**src/rtl/multicycle_alu.sv**
```systemverilog
// Execution-stage ALU: single-cycle arithmetic/logic/branch ops plus iterative CLO/CLZ.
// Define MULTICYCLE_ALU_FAST_COUNT_EN to compute CLO/CLZ in one edge with a priority encoder.
module multicycle_alu #(
  parameter int unsigned WIDTH = 32
) (
  input  logic             clk,
  input  logic             rst_n,
  input  logic             start,
  input  logic [5:0]       func,
  input  logic [WIDTH-1:0] a,
  input  logic [WIDTH-1:0] b,
  input  logic [4:0]       shamt,
  output logic             busy,
  output logic             done,
  output logic [WIDTH-1:0] result,
  output logic             zero,
  output logic             overflow,
  output logic             illegal
);

  localparam int unsigned CW = $clog2(WIDTH) + 1;
  localparam int unsigned IW = $clog2(WIDTH);

  localparam logic [5:0] FnSll  = 6'b000000;
  localparam logic [5:0] FnSrl  = 6'b000010;
  localparam logic [5:0] FnSra  = 6'b000011;
  localparam logic [5:0] FnClz  = 6'b000111;
  localparam logic [5:0] FnAdd  = 6'b100000;
  localparam logic [5:0] FnSub  = 6'b100010;
  localparam logic [5:0] FnAnd  = 6'b100100;
  localparam logic [5:0] FnOr   = 6'b100101;
  localparam logic [5:0] FnXor  = 6'b100110;
  localparam logic [5:0] FnNor  = 6'b100111;
  localparam logic [5:0] FnSlt  = 6'b101010;
  localparam logic [5:0] FnSltu = 6'b101011;
  localparam logic [5:0] FnBgtz = 6'b110010;
  localparam logic [5:0] FnB    = 6'b110100;
  localparam logic [5:0] FnBlez = 6'b110110;
  localparam logic [5:0] FnClo  = 6'b111000;

  typedef enum logic [1:0] {StIdle, StCount, StDone} state_e;

  state_e           state_q, state_d;
  logic [WIDTH-1:0] result_q, result_d;
  logic             zero_q, zero_d;
  logic             ovf_q, ovf_d;
  logic             ill_q, ill_d;

  logic [WIDTH-1:0] sum, diff, op_res;
  logic             op_ovf, op_ill, op_tgt, accept;

`ifdef MULTICYCLE_ALU_FAST_COUNT_EN
  function automatic logic [CW-1:0] lead_count(input logic [WIDTH-1:0] v, input logic tgt);
    logic [CW-1:0] n;
    logic          run;
    n   = '0;
    run = 1'b1;
    for (int i = WIDTH - 1; i >= 0; i--) begin
      if (run && (v[i] == tgt)) n = n + CW'(1);
      else                      run = 1'b0;
    end
    return n;
  endfunction
`else
  logic             op_iter;
  logic [WIDTH-1:0] cnt_a_q, cnt_a_d;
  logic             tgt_q, tgt_d;
  logic [IW-1:0]    idx_q, idx_d;
  logic [CW-1:0]    cnt_q, cnt_d, cnt_inc;
  logic             bit_hit;
`endif

  assign sum  = a + b;
  assign diff = a - b;

  // Function decode for everything that completes on the accepting edge.
  always_comb begin
    op_res = '0;
    op_ovf = 1'b0;
    op_ill = 1'b0;
    op_tgt = 1'b0;
`ifndef MULTICYCLE_ALU_FAST_COUNT_EN
    op_iter = 1'b0;
`endif
    case (func)
      FnAdd: begin
        op_res = sum;
        op_ovf = (a[WIDTH-1] == b[WIDTH-1]) && (sum[WIDTH-1] != a[WIDTH-1]);
      end
      FnSub: begin
        op_res = diff;
        op_ovf = (a[WIDTH-1] != b[WIDTH-1]) && (diff[WIDTH-1] != a[WIDTH-1]);
      end
      FnAnd:  op_res = a & b;
      FnOr:   op_res = a | b;
      FnXor:  op_res = a ^ b;
      FnNor:  op_res = ~(a | b);
      FnSlt:  op_res = {{(WIDTH-1){1'b0}}, ($signed(a) < $signed(b))};
      FnSltu: op_res = {{(WIDTH-1){1'b0}}, (a < b)};
      FnSll:  op_res = b << shamt;
      FnSrl:  op_res = b >> shamt;
      FnSra:  op_res = $unsigned($signed(b) >>> shamt);
      FnBgtz: op_res = {{(WIDTH-1){1'b0}}, (!a[WIDTH-1] && (a != '0))};
      FnB:    op_res = {{(WIDTH-1){1'b0}}, 1'b1};
      FnBlez: op_res = {{(WIDTH-1){1'b0}}, (a[WIDTH-1] || (a == '0))};
      FnClo, FnClz: begin
        op_tgt = (func == FnClo);
`ifdef MULTICYCLE_ALU_FAST_COUNT_EN
        op_res = WIDTH'(lead_count(a, op_tgt));
`else
        op_iter = 1'b1;
`endif
      end
      default: op_ill = 1'b1;
    endcase
  end

  assign accept = start && (state_q != StCount);

`ifndef MULTICYCLE_ALU_FAST_COUNT_EN
  assign bit_hit = (cnt_a_q[idx_q] == tgt_q);
  assign cnt_inc = cnt_q + CW'(bit_hit);
`endif

  always_comb begin
    state_d  = StIdle;
    result_d = result_q;
    zero_d   = zero_q;
    ovf_d    = ovf_q;
    ill_d    = ill_q;
`ifndef MULTICYCLE_ALU_FAST_COUNT_EN
    cnt_a_d  = cnt_a_q;
    tgt_d    = tgt_q;
    idx_d    = idx_q;
    cnt_d    = cnt_q;
`endif
    case (state_q)
      StIdle, StDone: begin
        if (accept) begin
`ifndef MULTICYCLE_ALU_FAST_COUNT_EN
          if (op_iter) begin
            state_d = StCount;
            cnt_a_d = a;
            tgt_d   = op_tgt;
            idx_d   = IW'(WIDTH - 1);
            cnt_d   = '0;
          end else
`endif
          begin
            state_d  = StDone;
            result_d = op_res;
            zero_d   = (op_res == '0);
            ovf_d    = op_ovf;
            ill_d    = op_ill;
          end
        end
      end
`ifndef MULTICYCLE_ALU_FAST_COUNT_EN
      StCount: begin
        // Stop on the first non-matching bit or once bit 0 has been examined.
        if (!bit_hit || (idx_q == '0)) begin
          state_d  = StDone;
          result_d = WIDTH'(cnt_inc);
          zero_d   = (cnt_inc == '0);
          ovf_d    = 1'b0;
          ill_d    = 1'b0;
        end else begin
          state_d = StCount;
          cnt_d   = cnt_inc;
          idx_d   = idx_q - IW'(1);
        end
      end
`endif
      default: state_d = StIdle;
    endcase
  end

  always_ff @(posedge clk or negedge rst_n) begin
    if (!rst_n) begin
      state_q  <= StIdle;
      result_q <= '0;
      zero_q   <= 1'b0;
      ovf_q    <= 1'b0;
      ill_q    <= 1'b0;
    end else begin
      state_q  <= state_d;
      result_q <= result_d;
      zero_q   <= zero_d;
      ovf_q    <= ovf_d;
      ill_q    <= ill_d;
    end
  end

`ifndef MULTICYCLE_ALU_FAST_COUNT_EN
  always_ff @(posedge clk or negedge rst_n) begin
    if (!rst_n) begin
      cnt_a_q <= '0;
      tgt_q   <= 1'b0;
      idx_q   <= '0;
      cnt_q   <= '0;
    end else begin
      cnt_a_q <= cnt_a_d;
      tgt_q   <= tgt_d;
      idx_q   <= idx_d;
      cnt_q   <= cnt_d;
    end
  end

  assign busy = (state_q == StCount);
`else
  assign busy = 1'b0;
`endif

  assign done     = (state_q == StDone);
  assign result   = result_q;
  assign zero     = zero_q;
  assign overflow = ovf_q;
  assign illegal  = ill_q;

endmodule

```
**config.mk**
```make
export PLATFORM = sky130hd
export DESIGN_NAME = multicycle_alu
export DESIGN_NICKNAME = d
export VERILOG_FILES = /design/src/rtl/multicycle_alu.sv
export SDC_FILE = /design/constraint.sdc
export NUM_CORES = 1
export LEC_CHECK = 0
export CAP_MARGIN = 20
export CORE_ASPECT_RATIO = 0.8
export CORE_UTILIZATION = 40
export DETAILED_ROUTE_END_ITERATION = 7
export HOLD_SLACK_MARGIN = 0.15
export SKIP_LAST_GASP = 1
export SLEW_MARGIN = 30
export SYNTH_ARGS = -nofsm -noshare
export SYNTH_HDL_FRONTEND = slang
export SYNTH_SLANG_ARGS = --single-unit
```
**constraint.sdc**
```tcl
create_clock -name clk -period 5.6 [get_ports clk]
set_clock_uncertainty 0.2 [all_clocks]
set_input_delay 0.84 -clock clk [delete_from_list [all_inputs] [get_ports clk]]
set_output_delay 0.84 -clock clk [all_outputs]
set_load 0.02 [all_outputs]
```
* After elaboration in Yosys (flattened, before gate mapping) *
Cells that the tools add are included.

word-level totals
  bits in registers = 81
  bits in latches = 0
  memory bits (writable) = 0
  ROM bits = 0
  input port bits = 78
  output and inout bits = 37
  logic and storage cells = 107
  memories kept = 0

operators by class
  $add $sub $neg = 4
  $mul = 0
  divide/modulo/power cells = 0
  $lt $le $gt $ge = 3
  eq/ne operators = 28
  shifts and indexed selects = 3
  muxes and demuxes = 34
  bitwise gates (word level) = 4
  reductions and logical operators = 22

operator list
  operator                                              number
  one-hot mux 32 bit (14 select lines)                  1
  two-way mux 32 bit                                    3
  equality test 6 bit (second input constant)           12
  zero test 32 bit                                      2
  < comparator 32 bit                                   2
  one-hot mux 32 bit (2 select lines)                   1
  adder 32 bit                                          1
  bitwise AND 32 bit                                    1
  NOT 32 bit                                            1
  OR 32 bit                                             1
  nonzero test 32 bit                                   1
  left shift 32 x 5 -> 32 bit                           1
  right shift 32 x 5 -> 32 bit                          1
  >>> shifter 32 x 5 -> 32 bit                          1
  subtractor 32 bit                                     1
  XOR 32 bit                                            1
  two-way mux 6 bit                                     3
  OR reduction 16 bit                                   1
  two-way mux 5 bit                                     3
  equality test 6 x 2 -> 1 bit (second input constant)  2
  zero test 6 bit                                       2
  two-way mux 1 bit                                     12
  one-hot mux 6 bit (2 select lines)                    1
  one-hot mux 5 bit (2 select lines)                    1
  other kinds (23)                                      42

* Logic depth before layout (Yosys ltp) *
Gate-level depths: netlist (run 1).

  depth in word-level cells = 7
  mapped depth = 17
  mapped depth without buffers = 15

* Worst setup path before layout (run 1) *
Ideal clock, no wire load.

  kind = in2reg
  from = input port b[5]
  to = register zero_q (netlist: zero)
  setup time = 0.076 ns
  arrival = 4.370 ns
  data required time = 5.324 ns
  slack = 0.954 ns
  stages on the path = 15
  buffers on the path = 2
  cells stage by stage = clkbuf_1 > inv_1 > ha_1 > buf_6 > and3_1 > a221o_2 > a211oi_4 > o21ai_2 > a21o_1 > a221o_1 > a221o_1 > nor4b_2 > nand4_1 > or4_1 > o21ai_1

between the ends
  cells in the longest elaborated chain, start to end = 7
  elaborated cells on any way between the ends = 16
  those cells by class = add/sub (2); order compare (2); shift (3); mux (4); bitwise (4); reduce/logical (1)

RTL lines
  element                                                    RTL line  text
  from (decl)                                                11        input logic [WIDTH-1:0] b,
  branches (longest 2 deep; another with subtractor 32 bit)  -
  one-hot mux 32 bit (14 select lines) *                     85        case (func)
  zero test 32 bit *                                         152       zero_d = (op_res == '0);
  two-way mux 1 bit *                                        141       if (op_iter) begin
  two-way mux 1 bit *                                        139       if (accept) begin
  one-hot mux 1 bit (2 select lines) *                       137       case (state_q)
  to (signal assigned)                                       188       zero_q <= zero_d;
  to (decl)                                                  45        logic zero_q, zero_d;

Mark *: on every way between the ends. The select of a mux whose other input is x is not followed.
A chain may end at the register's enable or synchronous reset.

* Worst setup path in the final report (run 1) *
  from = input port a[0]
  to = register zero_q (netlist: zero)

between the ends
  cells in the longest elaborated chain, start to end = 7
  elaborated cells on any way between the ends = 17
  those cells by class = add/sub (2); order compare (2); mux (4); bitwise (4); reduce/logical (5)

RTL lines
  element                                                    RTL line  text
  from (decl)                                                10        input logic [WIDTH-1:0] a,
  branches (longest 2 deep; another with subtractor 32 bit)  -
  one-hot mux 32 bit (14 select lines) *                     85
  zero test 32 bit *                                         152
  two-way mux 1 bit *                                        141
  two-way mux 1 bit *                                        139
  one-hot mux 1 bit (2 select lines) *                       137

Marks and branches as above.

==> run_results.csv, run 1 <==
group,metric,value,unit
status,outcome,"finished clean",
global_route,grt_max_degree,56,
global_route,grtUsageTotal,0.427,
synth,syn_area,0.0149,mm2
sta,worstMarginPinSlew,1.14,ns
synth,yosys.area_share.xor_xnor,0.00881,
worst_setup_path,critPathBufInv,4,
clock_network,cts_max_level,3,
synth,synth_ff_type,"dfrtp_1",
synth,synth_nets,2170,
synth,yosysWarnings,0,
clock_network,cts-resized-gates,0,
placed_design,dp.cells,2631,
clock_network,cts_sinks,81,
floorplan,ios,115,
sta,rsz0062_at_grt,"false",
placed_design,pre_cts_ws,0.00347,ns
layout,synthToLayoutAreaGrowth,21.4,%
clock_network,clock_latency,0.36,ns
synth,async_flop_share,1.00,
power_and_ir_drop,p_leak,7.76,nW
worst_setup_path,startpoint_type,"primary input",
layout,final_common_cell,"nand2_1",
worst_setup_path,crit_family,"compound AO/OA/AOI/OAI gates",
worst_setup_path,crit-reg2reg-launch,"idx_q[1]",
layout,finalNetCount,2348,
global_route,grt_overflow,0,
clock_network,numCtsBuffers,9,
synth,synth_edf_count,0,
placed_design,io_buffers,114,
synth,synth_compound_area_frac,0.308,
layout,drive_above_1_share,0.176,
routing,wl_per_cell,31.4,um
worst_setup_path,cpPeakStageDelay,0.63,ns
layout,filler_cell_count,3608,
sta,drv_slew,0,
clock_network,cts_root_buf,"clkbuf_16",
sta,whs,0.187,ns
synth,yosys.area_share.simple,0.199,
global_route,antenna_found_initial,6,
sta,period_needed,5.40,ns
sta,slew_headroom,0.232,
worst_setup_path,slowest_stage,"a2111oi_2",
worst_setup_path,regToRegSetupSlack,0.99,ns
routing,vias_per_cell,6.78,
synth,synth_mux_area_frac,0.178,
sta,period_share,0.965,
floorplan,coreArea,0.0363,mm2
floorplan,start_util,0.411,
run,maxCapViolCount,0,
worst_setup_path,end_kind,"register",
floorplan,num_rows,62,
floorplan,die_x,218,um
synth,syn_avg_cell_area,7.51,um2
floorplan,dieArea,0.0380,mm2
worst_setup_path,crit_required,5.68,ns
synth,synth_fa_ha_area_frac,0.0917,
global_route,grt_pass1_wl,118000,um
layout,final_util,0.498,
routing,drt-total-wl,83200,um
layout,final_area,0.0181,mm2
clock_network,post_cts_buffers,0,
sta,fin_tns_setup,0,ns
floorplan,fp.dieH,175,um
clock_network,path_clk_slew,0.07,ns
placed_design,dpl-instance-area,0.0177,mm2
synth,ys_types,89,
sta,max_freq,185,MHz
synth,yosysSeqAreaShare,0.136,
sta,setup_viol,0,
worst_hold_path,hold_class,"primary input to asynchronous set/reset pin",
clock_network,postCtsHoldBufs,0,
synth,synth_top_family_by_area,"compound AO/OA/AOI/OAI gates",
power_and_ir_drop,vdd_drop_max,0.186,mV
worst_setup_path,worstPathArrival,5.48,ns
power_and_ir_drop,p_per_area,182,mW/mm2
routing,via_count,17950,
synth,syn_inst,1984,
layout,instances_no_fill,2648,
routing,drc,0,
global_route,grt_pass1_vias,16222,
routing,postRouteAntennaNets,0,
worst_setup_path,crit_path_cell_trace,"clkdlybuf4s50_1 -> inv_1 -> ha_1 -> inv_1 -> fa_1 -> nor2b_1 -> o211ai_1 -> a2111oi_2 -> o21ai_1 -> a22o_1 -> buf_4 -> o21ai_0 -> and4_1 -> nor4b_2 -> nand4_1 -> or4_1 -> o21ai_1",
placed_design,gp_congestion,1.05,
power_and_ir_drop,finalPower,3.28,mW
worst_setup_path,critPathMaxFanout,4,
clock_network,cts_tree,"done",
routing,drt_iter0_drc,2694,
placed_design,dp.final_hpwl,68000,um
synth,yosys_register_bits,81,
clock_network,cts_buffer_depth,2,
worst_setup_path,worstSetupPathType,"primary input to register",
layout,final_cell_mix,"nand2_1 (233), buf_4 (225), o21ai_0 (165), nor2_1 (142), a21oi_1 (109)",
worst_setup_path,r2r_end,"zero",
routing,drt_first_pass_iters,7,
worst_setup_path,r2r_cells,12,
sta,final-hold-violation-count,0,
sta,finalWorstSetupSlack,0.195,ns
cell families after synthesis:
group,Yosys count
AO/OA/AOI/OAI,664
XOR/XNOR,15
adder cells (fa/ha/maj),108
buffers and inverters,288
flip-flops,81
multiplexers,195
AND/OR/NAND/NOR,633
synthesized netlist by cell type (17+ instances only):
cell type,number,area (um2)
o31ai_1,22,165
nor2b_1,21,131
nand4_1,25,156
nor3_1,35,175
o211ai_1,35,263
dfrtp_1,81,2030
nand3_1,53,265
mux2_2,45,507
nor4_1,27,169
buf_1,19,71.3
a221o_1,20,200
a22o_1,17,149
a211oi_1,29,218
inv_1,107,402
nand2_1,233,875
o221ai_1,21,184
o22ai_1,21,131
a21oi_1,109,546
mux2i_1,97,971
nand2b_1,35,219
mux4_2,52,1170
buf_2,31,155
a21o_1,25,188
nor2_1,145,544
ha_1,106,1330
o21ai_0,165,826
clkbuf_1,118,443
how the worst max path moves through the flow:
stage               slack, ns  from  cells past startpoint   end
floorplan                0.95  b[5]                     15  zero
global placement         0.06  a[0]                     16  zero
detailed placement      0.003  a[0]                     16  zero
CTS                      0.36  a[0]                     16  zero
global route             0.13  a[0]                     16  zero
finish                   0.20  a[0]                     17  zero
state kept, by name (all words and copies together), names as in the netlist:
register,flops
cnt_a_q,32
cnt_q,6
idx_q,5
illegal,1
overflow,1
result,32
state_q,2
tgt_q,1
zero,1
power by group:
part	switching [mW]	leakage, nW	total [mW]	internal, mW
clock network	0.265	0.166	0.701	0.436
registers	0.104	1.04	0.793	0.689
logic	1.10	6.56	1.79	0.689
total	1.47	7.76	3.28	1.81
layer usage:
metal,routed length (um),GRT usage
met4,2400,0.111
met2,32000,0.565
met1,36700,0.626
met3,12100,0.174
met5,27,0
area by class of cell:
class / count / area, um2 / area share
clock buffer: 9 / 225 / 0.0124
tap: 480 / 601 / 0.0332
clock inverter: 6 / 116 / 0.00643
antenna: 2 / 5.00 / 0.000277
multi-input combinational: 1615 / 11800 / 0.649
timing repair buffer: 344 / 2960 / 0.163
inverter: 111 / 417 / 0.0230
sequential: 81 / 2030 / 0.112
No activity file was read; power rests on OpenSTA's default activity.
==> inputs of run 2 (changes only) <==
- CAP_MARGIN: 20 -> not set
- CTS_BUF_LIST: not set -> sky130_fd_sc_hd__clkbuf_4 sky130_fd_sc_hd__clkbuf_8 sky130_fd_sc_hd__clkbuf_16
- HOLD_SLACK_MARGIN: 0.15 -> not set
==> results of run 2 <==
The final DEF is identical to that of run 1; final timing and power are the same.
==> inputs of run 3 (changes only) <==
==> constraint.sdc (replaced) <==
create_clock -name clk -period 5.6 [get_ports clk]
set_clock_uncertainty 0.2 [all_clocks]
set_input_delay 1.68 -clock clk [delete_from_list [all_inputs] [get_ports clk]]
set_output_delay 1.68 -clock clk [all_outputs]
set_load 0.02 [all_outputs]
==> run_results.csv, run 3 (same netlist as run 1, synthesis figures left out) <==
group,metric,value,unit
layout,final_cell_mix,"buf_4 (630), nand2_1 (233), o21ai_0 (162), nor2_1 (141), a21oi_1 (103)",
worst_setup_path,crit_top_cell,"buf_4",
sta,setup_viol,0,
worst_setup_path,startpoint,"b[20]",
power_and_ir_drop,power.share.sequential,0.224,
clock_network,cts_max_level,3,
power_and_ir_drop,vdd_drop_max,0.180,mV
worst_setup_path,end_kind,"register",
worst_setup_path,startpoint_type,"primary input",
worst_setup_path,r2r_cells,12,
placed_design,io_buffers,114,
status,outcome,"finished clean",
worst_hold_path,hold_class,"register to register",
placed_design,gp_congestion,1.11,
clock_network,cts_tree,"done",
floorplan,coreArea,0.0363,mm2
worst_setup_path,slowest_stage,"or4_1",
floorplan,start_util,0.411,
floorplan,fp.dieH,175,um
worst_setup_path,crit_required,5.68,ns
sta,fin_tns_setup,0,ns
sta,drv_slew,0,
clock_network,path_clk_slew,0.07,ns
run,maxCapViolCount,0,
layout,final_common_cell,"buf_4",
routing,vias_per_cell,6.55,
worst_setup_path,regToRegSetupSlack,1.06,ns
routing,via_count,20081,
power_and_ir_drop,p_leak,10.0,nW
global_route,grt_pass1_wl,124000,um
global_route,grt_overflow,0,
layout,finalNetCount,2766,
sta,period_needed,5.58,ns
sta,worstMarginPinSlew,0.976,ns
global_route,grt_max_degree,82,
placed_design,dp.final_hpwl,72800,um
routing,drc,0,
clock_network,cts_root_buf,"clkbuf_16",
routing,postRouteAntennaNets,0,
routing,drt_iter0_drc,3006,
worst_setup_path,crit_path_cell_trace,"clkdlybuf4s50_1 -> buf_4 -> buf_4 -> mux2i_1 -> buf_4 -> mux2i_1 -> and2_1 -> o31ai_1 -> o211ai_1 -> nor4_1 -> buf_4 -> nand4_1 -> nor4_2 -> nand4_1 -> or4_1 -> o21ai_1",
worst_setup_path,r2r_end,"zero",
routing,wl_per_cell,28.7,um
layout,synthToLayoutAreaGrowth,45.9,%
worst_setup_path,worstPathArrival,5.66,ns
power_and_ir_drop,p_int,1.96,mW
sta,slew_headroom,0.342,
power_and_ir_drop,p_comb_frac,0.615,
worst_setup_path,cpPeakStageDelay,0.56,ns
sta,max_freq,179,MHz
worst_setup_path,crit_end,"zero",
sta,final-hold-violation-count,0,
worst_setup_path,worstSetupPathType,"primary input to register",
global_route,grt_pass1_vias,18239,
floorplan,ios,115,
global_route,grtUsageTotal,0.446,
power_and_ir_drop,p_per_area,162,mW/mm2
floorplan,dieArea,0.0380,mm2
power_and_ir_drop,finalPower,3.53,mW
clock_network,clock_latency,0.36,ns
worst_setup_path,crit-reg2reg-launch,"idx_q[1]",
global_route,antenna_found_initial,7,
routing,drt-total-wl,88000,um
routing,drt_first_pass_iters,8,
clock_network,numCtsBuffers,9,
clock_network,cts_sinks,81,
power_and_ir_drop,clkPwrFrac,0.160,
sta,period_share,0.996,
floorplan,num_rows,62,
power_and_ir_drop,p_switching,1.57,mW
layout,antenna_cells,0,
worst_setup_path,critPathMaxFanout,7,
layout,drive_above_1_share,0.339,
power_and_ir_drop,switching_share,0.445,
floorplan,die_x,218,um
clock_network,cts_buffer_depth,2,
## run 3: critical path, delay by kind of cell
kind                   cells  cell delay (ns)
AND/OR/NAND/NOR            6             1.70
buffers and inverters      5             1.14
AO/OA/AOI/OAI              3             0.77
multiplexers               2             0.36
## run 3: worst min-delay path by stage
stage          slack (ns)           to   startpoint  depth (start not counted)
3_5_place_dp         0.27  cnt_a_q[11]  cnt_a_q[11]                          2
4_1_cts              0.28  cnt_a_q[11]  cnt_a_q[11]                          2
5_1_grt              0.30      illegal      illegal                          1
3_3_place_gp         0.26  cnt_a_q[14]  cnt_a_q[14]                          2
2_1_floorplan        0.24  cnt_a_q[10]  cnt_a_q[10]                          2
6_report             0.28  cnt_a_q[11]  cnt_a_q[11]                          2
## run 3: area by class of cell
type,count,area [um2]
fill,3378,14600
clock inverter,7,53.8
tap,480,601
timing repair buffer,762,6240
clock buffer,9,225
multi-input combinational,1615,12200
inverter,111,417
sequential,81,2030
## run 3: per-stage QoR
step	cell area (um2)	setup slack, ns	hold slack, ns	instances	util
6_report	21800	0.0225	0.279	3065	0.599
5_1_grt	21800	-0.0451	0.297	3065	0.599
4_1_cts	21300	0.0154	0.280	3063	0.588
3_5_place_dp	20900	-0.539	0.266	3043	0.576
3_3_place_gp	20900	-0.521	0.259	3043	0.576
2_1_floorplan	14900	0.114	0.245	1984	-
## run 3: routing by layer
| layer | wire [um] | up-vias | global-route usage |
|---|---|---|---|
| met1 | 37800 | 9673 | 0.656 |
| met5 | 77 | - | 0 |
| li1 | - | 8668 | - |
| met3 | 12900 | 219 | 0.156 |
| met2 | 34600 | 1511 | 0.611 |
| met4 | 2580 | 10 | 0.108 |
## run 3: power groups by stage
stage	clock network, mW	registers [mW]	logic, mW
3_5_place_dp	0	0.797	2.02
4_1_cts	0.566	0.786	2.05
5_1_grt	0.594	0.803	2.27
6_report	0.566	0.791	2.17
2_1_floorplan	0	0.788	0.953
3_3_place_gp	0	0.787	1.99
## run 3: what timing repair did
action                                  in CTS  in global routing
buffers inserted                             4                  2
gates cloned                                 0                  0
endpoints found under the setup margin       1                  2
hold buffers                                 0                  0
pin swaps                                   12                 23
gates resized for setup                     27                100
